## config.mk

```make
export PLATFORM = sky130hd
export DESIGN_NAME = lcd_rd_flat
export DESIGN_NICKNAME = d
export VERILOG_FILES = /design/src/rtl/lcd_rd_if.sv /design/src/rtl/lcd_rd.sv /design/src/flat_wrapper.sv
export SDC_FILE = /design/constraint.sdc
export NUM_CORES = 1
export LEC_CHECK = 0
export ABC_CLOCK_PERIOD_IN_PS = 1900
export CAP_MARGIN = 40
export CORE_ASPECT_RATIO = 0.75
export CORE_MARGIN = 4
export CORE_UTILIZATION = 45
export DETAILED_ROUTE_END_ITERATION = 10
export PLACE_DENSITY = 0.71
export SYNTH_ARGS = -nofsm -noshare
export SYNTH_HDL_FRONTEND = slang
export SYNTH_SLANG_ARGS = --single-unit
```

## constraint.sdc

```tcl
create_clock -name clk_i -period 1.9 [get_ports clk_i]
set_input_delay 0.19 -clock clk_i [delete_from_list [all_inputs] [get_ports clk_i]]
set_output_delay 0.19 -clock clk_i [all_outputs]
set_load 0.01 [all_outputs]
```

## src/rtl/lcd_rd_if.sv

```systemverilog
// Bus bundle between the LCD read controller and its surroundings.
// The slave modport is the controller side; the master modport is the requester/LCD side.
interface lcd_rd_if;
    logic       req_i;
    logic       req_rs_i;
    logic       req_ready_o;
    logic [7:0] rd_data_o;
    logic       rd_valid_o;
    logic       busy_flag_o;
    logic [6:0] addr_o;
    logic       rs_o;
    logic       rw_o;
    logic       en_o;
    logic [7:0] lcd_data_i;
    logic       bus_release_o;

    modport slave (
        input  req_i, req_rs_i, lcd_data_i,
        output req_ready_o, rd_data_o, rd_valid_o, busy_flag_o, addr_o,
               rs_o, rw_o, en_o, bus_release_o
    );

    modport master (
        output req_i, req_rs_i, lcd_data_i,
        input  req_ready_o, rd_data_o, rd_valid_o, busy_flag_o, addr_o,
               rs_o, rw_o, en_o, bus_release_o
    );
endinterface

```

## src/rtl/lcd_rd.sv

```systemverilog
// HD44780 read-side controller: one timed rs/rw/en read cycle per request.
// Optional busy-flag polling is enabled with the LCD_RD_BF_POLL_EN macro.
module lcd_rd #(
    parameter int SETUP_CYC   = 2,
    parameter int EN_HIGH_CYC = 5,
    parameter int HOLD_CYC    = 3,
    parameter int POLL_MAX    = 255
) (
    input  logic    clk_i,
    input  logic    rst_i,
    lcd_rd_if.slave bus
);

    // Zero-length phases are stretched to one cycle; counters run down to zero.
    localparam int S_EFF = (SETUP_CYC   < 1) ? 1 : SETUP_CYC;
    localparam int H_EFF = (EN_HIGH_CYC < 1) ? 1 : EN_HIGH_CYC;
    localparam int L_EFF = (HOLD_CYC    < 1) ? 1 : HOLD_CYC;
    localparam logic [7:0] S_LOAD   = 8'(S_EFF - 1);
    localparam logic [7:0] H_LOAD   = 8'(H_EFF - 1);
    localparam logic [7:0] L_LOAD   = 8'(L_EFF - 1);
    localparam logic [7:0] POLL_LIM = 8'((POLL_MAX < 1) ? 1 : POLL_MAX);

    typedef enum logic [2:0] {IDLE, SETUP, EN_HI, HOLD, DONE} state_t;

    state_t     state_q, state_d;
    logic [7:0] cnt_q, cnt_d;
    logic [7:0] cap_q;
    logic       rs_q, rs_d;
    logic       loop_q, loop_d;
    logic       cap_en, publish, retry, bus_win;

`ifdef LCD_RD_BF_POLL_EN
    logic [7:0] attempt_q, attempt_d;
`else
    logic       unused_poll;
    assign unused_poll = ^POLL_LIM;
`endif

    always_comb begin
        state_d = state_q;
        cnt_d   = cnt_q;
        rs_d    = rs_q;
        loop_d  = loop_q;
        cap_en  = 1'b0;
        publish = 1'b0;
`ifdef LCD_RD_BF_POLL_EN
        attempt_d = attempt_q;
        retry     = !rs_q && cap_q[7] && (attempt_q < POLL_LIM);
`else
        retry     = 1'b0;
`endif
        case (state_q)
            IDLE: begin
                if (bus.req_i) begin
                    state_d = SETUP;
                    cnt_d   = S_LOAD;
                    rs_d    = bus.req_rs_i;
                    loop_d  = 1'b0;
`ifdef LCD_RD_BF_POLL_EN
                    attempt_d = 8'd1;
`endif
                end
            end
            SETUP: begin
                if (cnt_q == 8'd0) begin
                    state_d = EN_HI;
                    cnt_d   = H_LOAD;
                end else begin
                    cnt_d = cnt_q - 8'd1;
                end
            end
            EN_HI: begin
                if (cnt_q == 8'd0) begin
                    state_d = HOLD;
                    cnt_d   = L_LOAD;
                    cap_en  = 1'b1;
                end else begin
                    cnt_d = cnt_q - 8'd1;
                end
            end
            HOLD: begin
                if (cnt_q == 8'd0) begin
                    state_d = DONE;
                    cnt_d   = 8'd0;
                    loop_d  = retry;
                    publish = !retry;
                end else begin
                    cnt_d = cnt_q - 8'd1;
                end
            end
            DONE: begin
                // A pending busy retry re-runs the bus cycle without returning to IDLE.
                if (loop_q) begin
                    state_d = SETUP;
                    cnt_d   = S_LOAD;
`ifdef LCD_RD_BF_POLL_EN
                    attempt_d = attempt_q + 8'd1;
`endif
                end else begin
                    state_d = IDLE;
                    cnt_d   = 8'd0;
                end
            end
            default: begin
                state_d = IDLE;
                cnt_d   = 8'd0;
            end
        endcase
        bus_win = (state_d == SETUP) || (state_d == EN_HI) || (state_d == HOLD);
    end

    always_ff @(posedge clk_i) begin
        if (rst_i) begin
            state_q <= IDLE;
            cnt_q   <= 8'd0;
            cap_q   <= 8'd0;
            rs_q    <= 1'b0;
            loop_q  <= 1'b0;
`ifdef LCD_RD_BF_POLL_EN
            attempt_q <= 8'd0;
`endif
        end else begin
            state_q <= state_d;
            cnt_q   <= cnt_d;
            rs_q    <= rs_d;
            loop_q  <= loop_d;
            if (cap_en) begin
                cap_q <= bus.lcd_data_i;
            end
`ifdef LCD_RD_BF_POLL_EN
            attempt_q <= attempt_d;
`endif
        end
    end

    // Outputs are decoded from the next state so every pin comes straight from a flop.
    always_ff @(posedge clk_i) begin
        if (rst_i) begin
            bus.req_ready_o   <= 1'b1;
            bus.en_o          <= 1'b0;
            bus.rw_o          <= 1'b0;
            bus.rs_o          <= 1'b0;
            bus.bus_release_o <= 1'b0;
            bus.rd_valid_o    <= 1'b0;
            bus.rd_data_o     <= 8'd0;
            bus.busy_flag_o   <= 1'b0;
            bus.addr_o        <= 7'd0;
        end else begin
            bus.req_ready_o   <= (state_d == IDLE);
            bus.en_o          <= (state_d == EN_HI);
            bus.rw_o          <= bus_win;
            bus.rs_o          <= bus_win & rs_d;
            bus.bus_release_o <= (state_d != IDLE);
            bus.rd_valid_o    <= publish;
            if (publish) begin
                bus.rd_data_o <= cap_q;
                if (!rs_q) begin
                    bus.busy_flag_o <= cap_q[7];
                    bus.addr_o      <= cap_q[6:0];
                end
            end
        end
    end

endmodule

```

## src/flat_wrapper.sv

```systemverilog
// flat-port wrapper written by rule: the top's interface ports become plain ports
module lcd_rd_flat 
#(
    parameter int SETUP_CYC   = 2,
    parameter int EN_HIGH_CYC = 5,
    parameter int HOLD_CYC    = 3,
    parameter int POLL_MAX    = 255
)
  (clk_i, rst_i, bus_req_i, bus_req_rs_i, bus_lcd_data_i, bus_req_ready_o, bus_rd_data_o, bus_rd_valid_o, bus_busy_flag_o, bus_addr_o, bus_rs_o, bus_rw_o, bus_en_o, bus_bus_release_o);
  lcd_rd_if bus_i ();
  input  logic clk_i;
  input  logic rst_i;
  input wire logic [$bits(bus_i.req_i)-1:0] bus_req_i;
  input wire logic [$bits(bus_i.req_rs_i)-1:0] bus_req_rs_i;
  input wire logic [$bits(bus_i.lcd_data_i)-1:0] bus_lcd_data_i;
  output wire logic [$bits(bus_i.req_ready_o)-1:0] bus_req_ready_o;
  output wire logic [$bits(bus_i.rd_data_o)-1:0] bus_rd_data_o;
  output wire logic [$bits(bus_i.rd_valid_o)-1:0] bus_rd_valid_o;
  output wire logic [$bits(bus_i.busy_flag_o)-1:0] bus_busy_flag_o;
  output wire logic [$bits(bus_i.addr_o)-1:0] bus_addr_o;
  output wire logic [$bits(bus_i.rs_o)-1:0] bus_rs_o;
  output wire logic [$bits(bus_i.rw_o)-1:0] bus_rw_o;
  output wire logic [$bits(bus_i.en_o)-1:0] bus_en_o;
  output wire logic [$bits(bus_i.bus_release_o)-1:0] bus_bus_release_o;
  assign bus_i.req_i = bus_req_i;
  assign bus_i.req_rs_i = bus_req_rs_i;
  assign bus_i.lcd_data_i = bus_lcd_data_i;
  assign bus_req_ready_o = bus_i.req_ready_o;
  assign bus_rd_data_o = bus_i.rd_data_o;
  assign bus_rd_valid_o = bus_i.rd_valid_o;
  assign bus_busy_flag_o = bus_i.busy_flag_o;
  assign bus_addr_o = bus_i.addr_o;
  assign bus_rs_o = bus_i.rs_o;
  assign bus_rw_o = bus_i.rw_o;
  assign bus_en_o = bus_i.en_o;
  assign bus_bus_release_o = bus_i.bus_release_o;
  lcd_rd #(.SETUP_CYC(SETUP_CYC), .EN_HIGH_CYC(EN_HIGH_CYC), .HOLD_CYC(HOLD_CYC), .POLL_MAX(POLL_MAX)) u_core (.clk_i(clk_i), .rst_i(rst_i), .bus(bus_i));
endmodule
```

==> results of run 1 <==
## per-stage QoR
stage | cells | worst slack [ns] | util [%] | instance area, um2 | hold slack (ns)
after floorplan | 171 | -0.0573 | - | 1690 | 0.337
after global placement | 257 | 0.0334 | 62.4 | 2140 | 0.478
after detailed placement | 257 | -0.0137 | 62.4 | 2140 | 0.487
after CTS | 269 | -0.00601 | 66.4 | 2270 | 0.507
after global routing | 270 | -0.0435 | 67.6 | 2310 | 0.534
final | 270 | 0.0435 | 67.6 | 2310 | 0.504
## layout by cell type (no fill, tap or decap), drive strengths merged, types with 2 or more instances in the layout
cell,instances
or3,2
a211oi,2
nor3,5
nor2,39
xnor2,5
a21oi,2
nor4,6
ha,2
clkbuf,5
dfxtp,42
nor2b,2
or2,3
a31oi,2
mux2i,25
buf,21
clkdlybuf4s50,33
nand2,3
o21ai,2
clkinv,2
inv,4
## how the worst max path moves through the flow
stage,cells after the start,from,slack [ns],endpoint
after floorplan,7,u_core.cnt_q[0],-0.06,u_core.bus.rd_data_o[0]
after global placement,5,u_core.cnt_q[5],0.03,u_core.bus.addr_o[6]
after detailed placement,5,u_core.cnt_q[5],-0.01,u_core.bus.addr_o[1]
after CTS,7,u_core.cnt_q[1],-0.006,u_core.bus.addr_o[2]
after global routing,7,u_core.cnt_q[0],-0.04,u_core.bus.addr_o[3]
final,7,u_core.cnt_q[0],0.04,u_core.bus.addr_o[2]
## worst register-to-register path, cell delays in order (launching register included)
cell and delay (ns):
dfxtp_2 0.34, inv_2 0.08, ha_4 0.12, or3b_4 0.43, nor4b_4 0.28, buf_6 0.21, mux2i_4 0.24, nor2_1 0.05
## flip-flops by register name (all words and copies together), names as in the netlist
name and flops:
u_core.cap_q 8, u_core.bus.addr_o 7, u_core.bus.req_ready_o 1, u_core.bus.rw_o 1, u_core.rs_q 1, u_core.cnt_q 8
u_core.bus.busy_flag_o 1, u_core.bus.rs_o 1, u_core.bus.rd_data_o 8, u_core.bus.rd_valid_o 1, u_core.state_q 3, u_core.bus.bus_release_o 1
u_core.bus.en_o 1
## layout make-up
class	instances	area (um2)	share of cell area, %
Clock buffer	5	68.8	2.97
Tap cell	50	62.6	2.70
Multi-Input combinational cell	113	818	35.4
Clock inverter	2	10.0	0.433
Timing Repair Buffer	54	495	21.4
Inverter	4	15.0	0.649
Sequential cell	42	843	36.5
## layer usage
layer | global-route usage [%] | part of all wire, %
met3 | 6.97 | 6.8
met5 | 0 | 0
met4 | 8.98 | 1.7
met2 | 28.8 | 46
met1 | 21.4 | 46
## power by group through the flow
stage	clock [mW]	combinational (mW)	sequential (mW)
2_1_floorplan	0	1.10	1.15
3_3_place_gp	0	1.35	1.17
3_5_place_dp	0	1.38	1.18
4_1_cts	0.534	1.53	1.17
5_1_grt	0.579	1.74	1.20
6_report	0.526	1.61	1.18
## kinds of logic (layout without fill, tap and decap cells)
family	after synthesis	in the layout	synth area share (%)
AND/OR/NAND/NOR	67	67	20.7
multiplexers	25	25	14.9
flip-flops	42	42	50.2
XOR/XNOR	6	6	3.14
AO/OA/AOI/OAI	13	13	5.38
buffers and inverters	16	65	4.11
adder cells (fa/ha/maj)	2	2	1.49
## repair_timing
action,in CTS,in global routing
buffers inserted,5,1
resized for setup,6,6
setup endpoints to repair,8,11
pin swaps,3,5
gates cloned,0,0
==> flow_metrics.py, run 1 <==
metrics = {
    "outcome": {
        "status": "finished clean",
    },
    "global_route": {
        "grt_util_all_layers_pct": 17.9,
        "overflow": 0,
        "grt_max_degree": 30,
        "grt_pass1_wl_um": 6430,
        "antenna_found_initial": 0,
        "grt_pass1_vias": 1355,
    },
    "timing": {
        "slew_viol_final": 0,
        "fin_crit_sh_pct": 97.7,
        "rsz0062_at_grt": "yes",
        "worst_slew_pin_slew_ns": 0.510,
        "setup_viol": 0,
        "max_freq_ghz": 0.539,
        "period_needed_ns": 1.86,
        "finalHoldViolCount": 0,
        "fin_skew_ns": 0.00647,
        "final.setup.tns_ns": 0,
        "maxSlewHeadroom_pct": 65.9,
    },
    "min_path": {
        "min_from": "u_core.bus.addr_o[5]",
        "holdPathStages": 2,
        "holdPathEnd": "u_core.bus.addr_o[5]",
        "min_path_type": "reg -> reg",
    },
    "route": {
        "drt_pass1_iterations": 4,
        "antenna_left": 0,
        "drt_iter0_markers": 175,
        "wl_um": 3910,
        "via_count": 1366,
        "viasPerCell": 5.06,
        "wl_per_cell_um": 14.5,
        "drc": 0,
    },
    "floorplanning": {
        "initial_core_util_pct": 48.9,
        "die_area_um2": 4770,
        "io_pins": 34,
        "core_um2": 3420,
        "row_count": 18,
        "die_w_um": 78.4,
        "dieHeight_um": 60.8,
    },
    "synth": {
        "synth_cell_types": 34,
        "syn_area_um2": 1670,
        "synth_area_leader_cell": "dfxtp_1",
        "yosysMostFrequentCell": "dfxtp_1",
        "yosysWarningCount": 0,
        "synth_cells": 171,
        "ys_top_cells_by_area": "dfxtp_1, mux2i_1, nor2_1",
        "ys_async_sr_fraction_pct": 0,
        "synthTopCellsByCount": "dfxtp_1, nor2_1, mux2i_1, clkbuf_1",
        "synth_edf_count": 0,
        "synth_flop_cell": "dfxtp_1",
        "synth-seq-area-share_pct": 50.2,
        "ys_ff_latch": 42,
        "synth.avg_cell_area_um2": 9.79,
        "synth_top_cell_area_share_pct": 50.2,
        "syn_nets": 185,
    },
    "critical_path": {
        "arrival_ns": 2.04,
        "end_kind": "flip-flop",
        "critPathMaxFanout": 8,
        "critPathMaxStageDelay_ns": 0.43,
        "r2r_start": "u_core.cnt_q[0]",
        "worstPathRequired_ns": 2.08,
        "critical_path.cell_chain": "inv_2 -> ha_4 -> or3b_4 -> nor4b_4 -> buf_6 -> mux2i_4 -> nor2_1",
        "r2r_cells": 7,
        "path_class": "reg -> reg",
        "cp-start-kind": "flip-flop",
        "path_delay_family": "simple AND/OR/NAND/NOR gates",
        "worst_r2r_endpoint": "u_core.bus.addr_o[2]",
        "r2r_slack_ns": 0.04,
        "cp_slowest_cell": "or3b_4",
        "critPathBufInv": 2,
    },
    "power": {
        "p_int_mw": 2.09,
        "power.density_nw_per_um2": 1430,
        "netSwitchingPower_mw": 1.22,
        "power.total_mw": 3.31,
        "p_leak_nw": 0.849,
        "p_sw_share_pct": 36.8,
        "combPwrFrac_pct": 48.6,
        "p_clk_share_pct": 15.9,
        "vdd_drop_max_mv": 0.754,
        "pwr-share-seq_pct": 35.5,
    },
    "final_layout": {
        "antenna_cells": 0,
        "nets": 234,
        "area_growth_pct": 38.2,
        "nFillCells": 272,
        "drive_gt1_share_pct": 20.0,
    },
    "job": {
        "max_cap_viol_count": 0,
    },
    "clock_network": {
        "cts_tree": "built",
        "cts.clk_slew.worst_paths_ns": 0.07,
        "cts_max_path_buffers": 2,
        "cts.sinks": 42,
        "cts_buffers": 5,
        "ctsHoldBuffers": 0,
        "clock_latency_ns": 0.29,
        "cts_root_buf": "clkbuf_8",
        "htree_levels": 2,
    },
    "place": {
        "hpwlAfterDp_um": 2620,
        "io_buffer_count": 33,
        "routabilityCongestion": 0.882,
    },
}
(Power assumes the default switching activity.)
==> run 2, diff against run 1 <==
--- a/config.mk
+++ b/config.mk
@@ -7,7 +7,7 @@
 export LEC_CHECK = 0
 export ABC_CLOCK_PERIOD_IN_PS = 1900
 export CAP_MARGIN = 40
-export CORE_ASPECT_RATIO = 0.75
+export CORE_ASPECT_RATIO = 0.7
 export CORE_MARGIN = 4
 export CORE_UTILIZATION = 45
 export DETAILED_ROUTE_END_ITERATION = 10
==> run 2 against run 1 <==
Sequential share of layout area is 0.27 points higher. Fmax is 0.64% higher. Hold slack worse by 0.0032 ns. Cell count is 1.5% lower. Largest cell class unchanged.
==> flow_metrics.py, run 2 (same netlist as run 1, synthesis figures left out) <==
metrics = {
    "clock_network": {
        "cts_buffers": 5,
        "cts_max_path_buffers": 2,
        "ctsHoldBuffers": 0,
        "clock_latency_ns": 0.29,
        "cts.sinks": 42,
        "htree_levels": 2,
        "cts_root_buf": "clkbuf_8",
        "cts_tree": "built",
        "cts.clk_slew.worst_paths_ns": 0.08,
    },
    "critical_path": {
        "critPathMaxFanout": 6,
        "path_class": "reg -> reg",
        "arrival_ns": 2.02,
        "r2r_slack_ns": 0.06,
        "critPathBufInv": 1,
        "worstSetupEndpoint": "u_core.bus.rd_data_o[3]",
        "r2r_cells": 5,
        "critPathMaxStageDelay_ns": 0.60,
        "critical_path_depth": 5,
        "crit_start": "u_core.cnt_q[2]",
        "cp-start-kind": "flip-flop",
        "critical_path.cell_chain": "or4_4 -> nor4_4 -> buf_6 -> mux2i_1 -> nor2_1",
        "worst_r2r_endpoint": "u_core.bus.rd_data_o[3]",
        "cp_slowest_cell": "or4_4",
        "worstPathRequired_ns": 2.08,
        "r2r_start": "u_core.cnt_q[2]",
        "end_kind": "flip-flop",
        "path_delay_family": "simple AND/OR/NAND/NOR gates",
    },
    "power": {
        "netSwitchingPower_mw": 1.19,
        "p_int_mw": 2.19,
        "p_leak_nw": 0.840,
        "vdd_drop_max_mv": 0.714,
        "power.density_nw_per_um2": 1470,
        "power.total_mw": 3.38,
        "p_sw_share_pct": 35.2,
        "p_clk_share_pct": 20.1,
        "combPwrFrac_pct": 44.9,
        "pwr-share-seq_pct": 34.9,
    },
    "route": {
        "drc": 0,
        "drt_iter0_markers": 80,
        "drt_pass1_iterations": 4,
        "viasPerCell": 5.03,
        "via_count": 1338,
        "antenna_left": 0,
        "wl_um": 3540,
        "wl_per_cell_um": 13.3,
    },
    "timing": {
        "setup_viol": 0,
        "fin_crit_sh_pct": 97.1,
        "rsz0062_at_grt": "yes",
        "max_freq_ghz": 0.542,
        "finalHoldViolCount": 0,
        "maxSlewHeadroom_pct": 65.2,
        "setup_ws_ns": 0.0554,
        "fin_skew_ns": 0.00719,
        "period_needed_ns": 1.84,
        "hold_slack_ns": 0.501,
        "slew_viol_final": 0,
        "worst_slew_pin_slew_ns": 0.517,
    },
    "floorplanning": {
        "initial_core_util_pct": 47.0,
        "die_w_um": 80.9,
        "die_area_um2": 4780,
        "io_pins": 34,
        "dieHeight_um": 59.0,
        "row_count": 18,
        "core_um2": 3560,
    },
    "final_layout": {
        "antenna_cells": 0,
        "nFillCells": 318,
        "most-common-layout-cells": "nor2_1, dfxtp_1, clkdlybuf4s50_1, mux2i_1, buf_4",
        "final_area_um2": 2300,
        "nets": 229,
        "largestRegisters": "u_core.bus.rd_data_o: 8 flops, u_core.cap_q: 8 flops, u_core.cnt_q: 8 flops",
        "fin_util_pct": 64.6,
        "area_growth_pct": 37.4,
        "drive_gt1_share_pct": 17.6,
    },
    "place": {
        "dpl_cell_area_um2": 2140,
        "pre_cts_slack_ns": -0.0431,
        "hpwlAfterDp_um": 2620,
        "io_buffer_count": 33,
        "routabilityCongestion": 0.813,
    },
    "global_route": {
        "antenna_found_initial": 0,
        "grt_pass1_wl_um": 5730,
        "grt_max_degree": 30,
        "grt_util_all_layers_pct": 16.0,
        "overflow": 0,
        "grt_pass1_vias": 1254,
    },
    "job": {
        "max_cap_viol_count": 0,
    },
    "min_path": {
        "min_path_type": "reg -> reg",
    },
    "outcome": {
        "status": "finished clean",
    },
}
## run 2: changes by cell type in the layout (fill, tap and decap cells not counted), sizes merged
cell and change:
bufinv +1, buf -5
## run 2: area by class of cell
type / instances / area, um2 / share of cell area [%]
Inverter: 4 / 15.0 / 0.653
Sequential cell: 42 / 845 / 36.7
Timing Repair Buffer: 49 / 470 / 20.5
Multi-Input combinational cell: 113 / 798 / 34.7
Clock inverter: 3 / 40.0 / 1.74
Clock buffer: 5 / 68.8 / 2.99
Tap cell: 50 / 62.6 / 2.72
## run 2: per-layer routing
| layer | up-vias | global-route usage, % | share of wire [%] |
|---|---|---|---|
| li1 | 672 | - | - |
| met1 | 619 | 20.7 | 48 |
| met2 | 38 | 23.5 | 44 |
| met3 | 9 | 4.86 | 5.7 |
| met4 | 0 | 9.64 | 2.7 |
| met5 | - | 0 | 0 |
## run 2: worst min-delay path, delay by kind of cell, from the launching register on
kind,cells,cell delay [ns]
multiplexers,1,0.07
flip-flops,1,0.33
AND/OR/NAND/NOR,1,0.07
## run 2: power groups by stage
| stage | Clock (mW) | Sequential, mW | Combinational [mW] |
|---|---|---|---|
| after floorplan | 0 | 1.15 | 1.10 |
| after global placement | 0 | 1.17 | 1.36 |
| after detailed placement | 0 | 1.18 | 1.41 |
| after CTS | 0.696 | 1.17 | 1.44 |
| after global routing | 0.739 | 1.20 | 1.64 |
| final | 0.679 | 1.18 | 1.52 |
## run 2: repair_timing
item | 4_1_cts | 5_1_grt
resized for setup | 2 | 7
setup buffers | 0 | 2
cloned | 0 | 0
pin swaps | 1 | 3
endpoints found under the setup margin | 14 | 16
## run 2: worst min path at each step
| stage | startpoint | end | cells past startpoint | slack [ns] |
|---|---|---|---|---|
| finish | u_core.bus.rd_data_o[4] | u_core.bus.rd_data_o[4] | 2 | 0.50 |
| global route | bus_lcd_data_i[4] | u_core.cap_q[4] | 3 | 0.51 |
| CTS | bus_lcd_data_i[4] | u_core.cap_q[4] | 3 | 0.51 |
| detailed placement | u_core.bus.addr_o[4] | u_core.bus.addr_o[4] | 2 | 0.49 |
| global placement | u_core.bus.rd_data_o[0] | u_core.bus.rd_data_o[0] | 2 | 0.48 |
| floorplan | bus_lcd_data_i[0] | u_core.cap_q[0] | 2 | 0.34 |
## run 2: through the flow
stage | setup TNS (ns) | std cells
after floorplan | -0.916 | 171
after global placement | 0 | 256
after detailed placement | -0.131 | 256
after CTS | 0 | 264
after global routing | -0.00460 | 266
final | 0 | 266
